### config.mk
export PLATFORM = sky130hd
export DESIGN_NAME = debug_reg_scanner
export DESIGN_NICKNAME = d
export VERILOG_FILES = /design/src/rtl/debug_reg_scanner.sv
export SDC_FILE = /design/constraint.sdc
export NUM_CORES = 1
export LEC_CHECK = 0
export ABC_AREA = 1
export CAP_MARGIN = 40
export CORE_UTILIZATION = 40
export CTS_BUF_LIST = sky130_fd_sc_hd__clkbuf_4 sky130_fd_sc_hd__clkbuf_8
export DETAILED_ROUTE_END_ITERATION = 16
export PLACE_DENSITY = 0.72
export RECOVER_POWER = 25
export SYNTH_ARGS = -nofsm -noshare
export SYNTH_HDL_FRONTEND = slang
export SYNTH_SLANG_ARGS = --single-unit
export TNS_END_PERCENT = 20
### constraint.sdc
create_clock -name clk -period 2.1 [get_ports clk]
set_input_delay 0.42 -clock clk [delete_from_list [all_inputs] [get_ports clk]]
set_output_delay 0.42 -clock clk [all_outputs]
set_load 0.01 [all_outputs]
### src/rtl/debug_reg_scanner.sv
// Debug register scanner: walks the processor's debug select port and streams a
// framed snapshot (0xA5, PC, R0..R(NUM_REGS-1)), LSB first, over valid/ready.
module debug_reg_scanner #(
  parameter int NUM_REGS      = 16,
  parameter int SETTLE_CYCLES = 1
) (
  input  logic        clk,
  input  logic        reset,
  input  logic        start,
  input  logic [31:0] debug_reg_out,
  input  logic [31:0] pc,
  output logic [3:0]  debug_reg_select,
  output logic [7:0]  byte_data,
  output logic        byte_valid,
  input  logic        byte_ready,
  output logic        busy,
  output logic        done
);

  localparam int               SETTLE_W    = (SETTLE_CYCLES > 1) ? $clog2(SETTLE_CYCLES) : 1;
  localparam logic [SETTLE_W-1:0] SETTLE_LAST = SETTLE_W'(SETTLE_CYCLES - 1);
  localparam logic [4:0]       REG_COUNT   = 5'(NUM_REGS);
  localparam logic [7:0]       HEADER_BYTE = 8'hA5;

  typedef enum logic [2:0] {
    IDLE,
    HEADER,
    SEND,
    WAIT,
    DONE
  } state_t;

  state_t              state;
  logic [31:0]         shiftWord;
  logic [1:0]          byteCount;
  logic [4:0]          regIndex;
  logic [SETTLE_W-1:0] settleCount;

  always_ff @(posedge clk or posedge reset) begin
    if (reset) begin
      state            <= IDLE;
      shiftWord        <= 32'h0;
      byteCount        <= 2'd0;
      regIndex         <= 5'd0;
      settleCount      <= '0;
      debug_reg_select <= 4'd0;
      byte_data        <= 8'h00;
      byte_valid       <= 1'b0;
      busy             <= 1'b0;
      done             <= 1'b0;
    end else begin
      done <= 1'b0;
      case (state)
        IDLE: begin
          if (start) begin
            state            <= HEADER;
            shiftWord        <= pc;
            regIndex         <= 5'd0;
            byteCount        <= 2'd0;
            debug_reg_select <= 4'd0;
            byte_data        <= HEADER_BYTE;
            byte_valid       <= 1'b1;
            busy             <= 1'b1;
          end
        end

        HEADER: begin
          if (byte_ready) begin
            state     <= SEND;
            byte_data <= shiftWord[7:0];
          end
        end

        // byte_data always mirrors the low byte of the shift word while sending
        SEND: begin
          if (byte_ready) begin
            byteCount <= byteCount + 2'd1;
            shiftWord <= {8'h00, shiftWord[31:8]};
            if (byteCount == 2'd3) begin
              byte_valid <= 1'b0;
              if (regIndex == REG_COUNT) begin
                state <= DONE;
                busy  <= 1'b0;
                done  <= 1'b1;
              end else begin
                state            <= WAIT;
                debug_reg_select <= regIndex[3:0];
                settleCount      <= '0;
              end
            end else begin
              byte_data <= shiftWord[15:8];
            end
          end
        end

        // The processor keeps running, so the value is sampled exactly at the end of the hold
        WAIT: begin
          if (settleCount == SETTLE_LAST) begin
            state      <= SEND;
            shiftWord  <= debug_reg_out;
            regIndex   <= regIndex + 5'd1;
            byteCount  <= 2'd0;
            byte_data  <= debug_reg_out[7:0];
            byte_valid <= 1'b1;
          end else begin
            settleCount <= settleCount + 1'b1;
          end
        end

        DONE: begin
          state            <= IDLE;
          debug_reg_select <= 4'd0;
        end

        default: begin
          state      <= IDLE;
          byte_valid <= 1'b0;
          busy       <= 1'b0;
        end
      endcase
    end
  end

endmodule

## Word level (Yosys, flattened, before mapping)

Cells that the tools add are included.

| cells by class | value |
|---|---|
| add/sub/neg operators | 3 |
| muxes and demuxes | 47 |
| bitwise logic cells | 2 |
| equality and inequality tests | 14 |
| reductions and logical operators | 16 |

Operators by type and width:

| kind | number |
|---|---|
| 2-to-1 mux 32 bit | 3 |
| one-hot mux 32 bit (3 select lines) | 1 |
| 2-to-1 mux 8 bit | 5 |
| one-hot mux 8 bit (4 select lines) | 1 |
| AND reduction 5 bit | 4 |
| 2-to-1 mux 3 bit | 6 |
| 2-to-1 mux 4 bit | 4 |
| != test 2 bit, second input constant | 8 |
| 2-to-1 mux 1 bit | 15 |
| one-hot mux 3 bit (4 select lines) | 1 |
| one-hot mux 4 bit (3 select lines) | 1 |
| 2-to-1 mux 5 bit | 2 |
| one-hot mux 5 bit (2 select lines) | 1 |
| AND reduction 4 bit | 2 |
| equality test 3 x 2 -> 1 bit, second input constant | 2 |
| 2-to-1 mux 2 bit | 3 |
| one-hot mux 2 bit (3 select lines) | 1 |
| AND reduction 6 bit | 1 |
| nonzero test 3 bit | 2 |
| adder 5 x 1 -> 5 bit, second input constant | 1 |
| equality test 5 bit, second input constant | 1 |
| one-hot mux 1 bit (4 select lines) | 1 |
| nonzero test 2 bit | 2 |
| nonzero test 4 bit | 1 |
| 12 further kinds | 13 |

| word-level totals | value |
|---|---|
| input bits | 68 |
| register bits | 58 |
| output and inout bits | 15 |
| logic and storage cells | 92 |

## Depth between registers and ports, before layout

Gate-level depths: netlist (run 1).

| logic depth | value |
|---|---|
| depth after elaboration | 5 |
| depth in mapped cells | 10 |
| depth with buffers taken out | 10 |

## Worst setup path after synthesis (run 1)

OpenSTA, ideal clock, no wires.

| timing | value |
|---|---|
| kind | reg2reg |
| start | register state[2] |
| end | register debug_reg_select[0] |
| period minus slack after synthesis | 1.427 ns |
| path slack | 0.673 ns |
| data arrival time | 1.311 ns |
| stages on the path, launching flop included | 9 |
| buffers on the path | 0 |
| library setup time | 0.117 ns |
| data required time | 1.983 ns |
| path through | dfrtp_1 -> inv_2 -> nand2_2 -> nor2_4 -> nand2_1 -> nand2_1 -> nand2_1 -> nand2_1 -> nand2_1 |

| on the way | value |
|---|---|
| cells in the longest elaborated chain, start to end | 3 |
| elaborated cells between the ends (all ways) | 10 |
| those cells by class | 6 x eq/ne; 1 x mux; 3 x reduce/logical |

RTL lines:

| item | RTL line | RTL |
|---|---|---|
| start: declaration | 33 | `state_t state;` |
| start signal: assignment | 41 | `state <= IDLE;` |
| start signal: assignment | 56 | `state <= HEADER;` |
| start signal: assignment | 69 | `state <= SEND;` |
| equality test 3 x 2 -> 1 bit (tied with other cells) | 53 | `case (state)` |
| != test 2 bit (no source line) / nonzero test 3 bit (equally long branches) | -- |  |
| AND reduction 5 bit (no source line) | -- |  |
| end signal: assignment | 87 | `debug_reg_select <= regIndex[3:0];` |
| end: declaration | 12 | `output logic [3:0] debug_reg_select,` |

Parallel ways exist; a longest one is shown, timed or not.
A chain may end at the register's enable or synchronous reset.

## Worst setup path in the final report (run 1)

| timing | value |
|---|---|
| start | register state[0] |
| end | register shiftWord[21] |

| on the way | value |
|---|---|
| cells in the longest elaborated chain, start to end | 3 |
| elaborated cells between the ends (all ways) | 9 |
| those cells by class | 5 x eq/ne; 1 x mux; 3 x reduce/logical |

RTL lines:

| item | RTL line | RTL |
|---|---|---|
| equality test 3 x 2 -> 1 bit / logical NOT 3 bit (equally long branches) | 53 |  |
| != test 2 bit (no source line) / nonzero test 3 bit (equally long branches) | -- |  |
| AND reduction 4 bit (no source line) | -- |  |
| end signal: assignment | 57 | `shiftWord <= pc;` |
| end signal: assignment | 78 | `shiftWord <= {8'h00, shiftWord[31:8]};` |
| end signal: assignment | 100 | `shiftWord <= debug_reg_out;` |
| end: declaration | 34 | `logic [31:0] shiftWord;` |

Parallel ways exist; a longest one is shown, timed or not.

==> impl_metrics.tcl, run 1 <==
set metrics [dict create \
    status "finished, final reports clean" \
    grt_max_degree 58 \
    cp_top_family "buffers and inverters" \
    r2r-start "state[0]" \
    yosysUniqueCellTypes 19 \
    final_util_pct 57.4 \
    rows 31 \
    period_needed_ns 1.82 \
    cts_tree "yes" \
    grt_pass1_vias 2895 \
    ctsResizeCount 0 \
    synth-main-ff-cell "dfrtp_1" \
    slew_viol_final 0 \
    crit_required_ns 2.37 \
    finalSetupViolCount 0 \
    cts_made_buffers 9 \
    die_w_um 90.0 \
    drtPass1Iterations 4 \
    leakagePower_nw 2.17 \
    drive_gt1_share_pct 6.73 \
    p_sw_w 0.00265 \
    syn_nets 516 \
    setup_tns_ns 0 \
    stdcell_area_mm2 0.00423 \
    numClockSinks 57 \
    yosys_register_bits 57 \
    worstSkewPairLatency_ns 0.33 \
    p_clk_share_pct 17.1 \
    netlist_top_cells_area "dfrtp_1 46%, nand2_1 28%, nand3_1 12%" \
    tightestPinTransition_ns 1.36 \
    synth-edff-count 0 \
    max_cap_viol_count 0 \
    syn2layout_area_growth_pct 36.6 \
    relSlewSlack_pct 9.43 \
    ctsLongestPathBuffers 2 \
    postCtsHoldBufs 0 \
    swShare_pct 43.6 \
    finalCritPeriodShare_pct 86.8 \
    crit_buf_inv 3 \
    vias_per_cell 4.83 \
    startpoint_type "flip-flop" \
    yosys.area.top_type "dfrtp_1" \
    finalPower_w 0.00607 \
    min_to "byte_data[5]" \
    r2r-end "shiftWord[21]" \
    grt_setup_unrepaired "no" \
    cts_max_level 3 \
    die-area_mm2 0.00809 \
    hold_class "flip-flop to flip-flop" \
    cts_setup_buffers 0 \
    ant_nets 0 \
    p_comb_share_pct 51.5 \
    synth_warnings 0 \
    p_int_w 0.00342 \
    hold_start "byte_data[5]" \
    track_usage_pct 19.6 \
    die-height_um 90.0 \
    initial_core_util_pct 42.0 \
    antenna_found_initial 0 \
    num_vias 3060 \
    wl_mm 7.59 \
    core_mm2 0.00737 \
    globalplace.congestion 0.814 \
    grt_pass1_wl_mm 12.9 \
    grt-ovfl-total 0 \
    async_flop_share_pct 100 \
    synth_top_area_share_pct 46.1 \
    cts.clk_slew.worst_paths_ns 0.07 \
    crit_top_cell "nand2_1" \
    ff2ff_path_depth 8 \
    powerDensity_mw_per_mm2 1440 \
    wl_per_cell_um 12.0 \
    synth_commonest_cells "230 x nand2_1, 77 x nand3_1, 57 x dfrtp_1, 21 x inv_1, 14 x buf_2" \
    dp_hpwl_mm 5.37 \
    crit_path_end_kind "flip-flop" \
    path_class "flip-flop to flip-flop" \
    max_stage_delay_ns 0.52 \
    hold_depth 2 \
    path_cells "inv_1 > nand3_1 > nand2_1 > inv_2 > nand2_2 > buf_4 > nand2_1 > nand2_1" \
    r2r_setup_slack_ns 0.28 \
    numPortBuffers 82 \
    cp.arrival_ns 2.09 \
    final_net_count 601 \
    synth.avg_cell_area_um2 6.95 \
    worstPathMaxFanout 32 \
    worst_ir_drop_vdd_mv 0.772 \
    synth_seq_area_share_pct 46.1 \
    placed_cell_area_mm2 0.00404 \
    synth_area_mm2 0.00309 \
    yosysMostFrequentCell "nand2_1" \
    max_freq_mhz 549 \
    diodes 0 \
    netlist_instances 445 \
    drtIter0Drc 160 \
    hold_viol 0 \
    final.setup_skew_ns 0.00779 \
    seqPwrFrac_pct 31.4 \
    pin_count 83 \
    drc 0 \
    slowest_stage "dfrtp_1" \
    root_buffer "clkbuf_8" \
]
==> how the worst max path moves through the flow <==
stage | cells after the start | slack [ns] | start | to
after detailed placement | 9 | 0.26 | start | shiftWord[13]
final | 8 | 0.28 | state[0] | shiftWord[21]
after global placement | 9 | 0.31 | start | shiftWord[1]
after floorplan | 1 | 0.28 | reset | busy
after global routing | 3 | 0.12 | reset | shiftWord[15]
after CTS | 8 | 0.30 | state[0] | shiftWord[21]
==> placed cells by master, fill, tap and decap left out, types with 2 or more instances in the layout <==
cell             Yosys  final
ha_1                 3      3
clkbuf_4             0      3
nand3_1             77     77
clkinv_2             0      2
inv_2                3      3
nand2_2              3      3
nand2_1            230    230
inv_1               21     20
nor2_4               3      3
clkbuf_8             0     10
a21oi_1              3      3
nor2_1              12     12
clkdlybuf4s50_1      0     82
nor2_2               2      2
o21ai_0             10     10
buf_4                2      7
dfrtp_1             57     57
==> cell families (layout without fill, tap and decap cells) <==
kind of cell / count (synthesis) / in the layout / share of synthesized area (%)
xor+xnor: 1 / 1 / 0.283
compound gates: 15 / 15 / 2.55
buf+inv: 41 / 131 / 5.78
simple gates: 328 / 328 / 44.1
fa+ha+maj: 3 / 3 / 1.21
flops: 57 / 57 / 46.1
==> routing by layer <==
layer	global-route usage (%)	routed length [µm]
met1	26.0	3600
met2	32.1	3420
met3	5.50	510
met4	4.44	59
met5	0	0
==> tightest hold or removal path: cells and delay by family (launching register included) <==
family,cells,cell delay (ns)
DFF,1,0.35
and+or+nand+nor,2,0.09
==> flip-flops by register name (all words and copies together), names as in the netlist <==
signal and cells:
state 3, shiftWord 32, debug_reg_select 4, done 1
byte_data 8, regIndex 5, busy 1, byteCount 2
byte_valid 1
==> through the flow <==
step / std cells / hold slack [ns] / setup WS (ns)
after floorplan: 445 / 0.442 / 0.280
after detailed placement: 618 / 0.458 / 0.258
final: 634 / 0.471 / 0.277
after CTS: 634 / 0.465 / 0.298
after global placement: 618 / 0.453 / 0.313
after global routing: 634 / 0.496 / 0.116
==> power groups by stage <==
stage                     registers, W  logic [W]  clock network, W
after floorplan                0.00187    0.00220                 0
after global placement         0.00190    0.00307                 0
after detailed placement       0.00191    0.00313                 0
after CTS                      0.00190    0.00315           0.00105
after global routing           0.00196    0.00356           0.00110
final                          0.00190    0.00313           0.00104
==> area by class of cell <==
type	count	area (µm²)
fillers	709	3140
flip-flops and latches	57	1430
multi-input cells	347	1490
clock buffers	13	160
well taps	99	124
inverters	24	90.1
repair buffers	91	898
clock inverters	3	40.0
No activity file was read; power rests on OpenSTA's default activity.
==> run 2, diff against run 1 <==
TNS_END_PERCENT = default   (was 20)
==> results of run 2 <==
No change in the layout: final DEF, timing and power equal those of run 1.
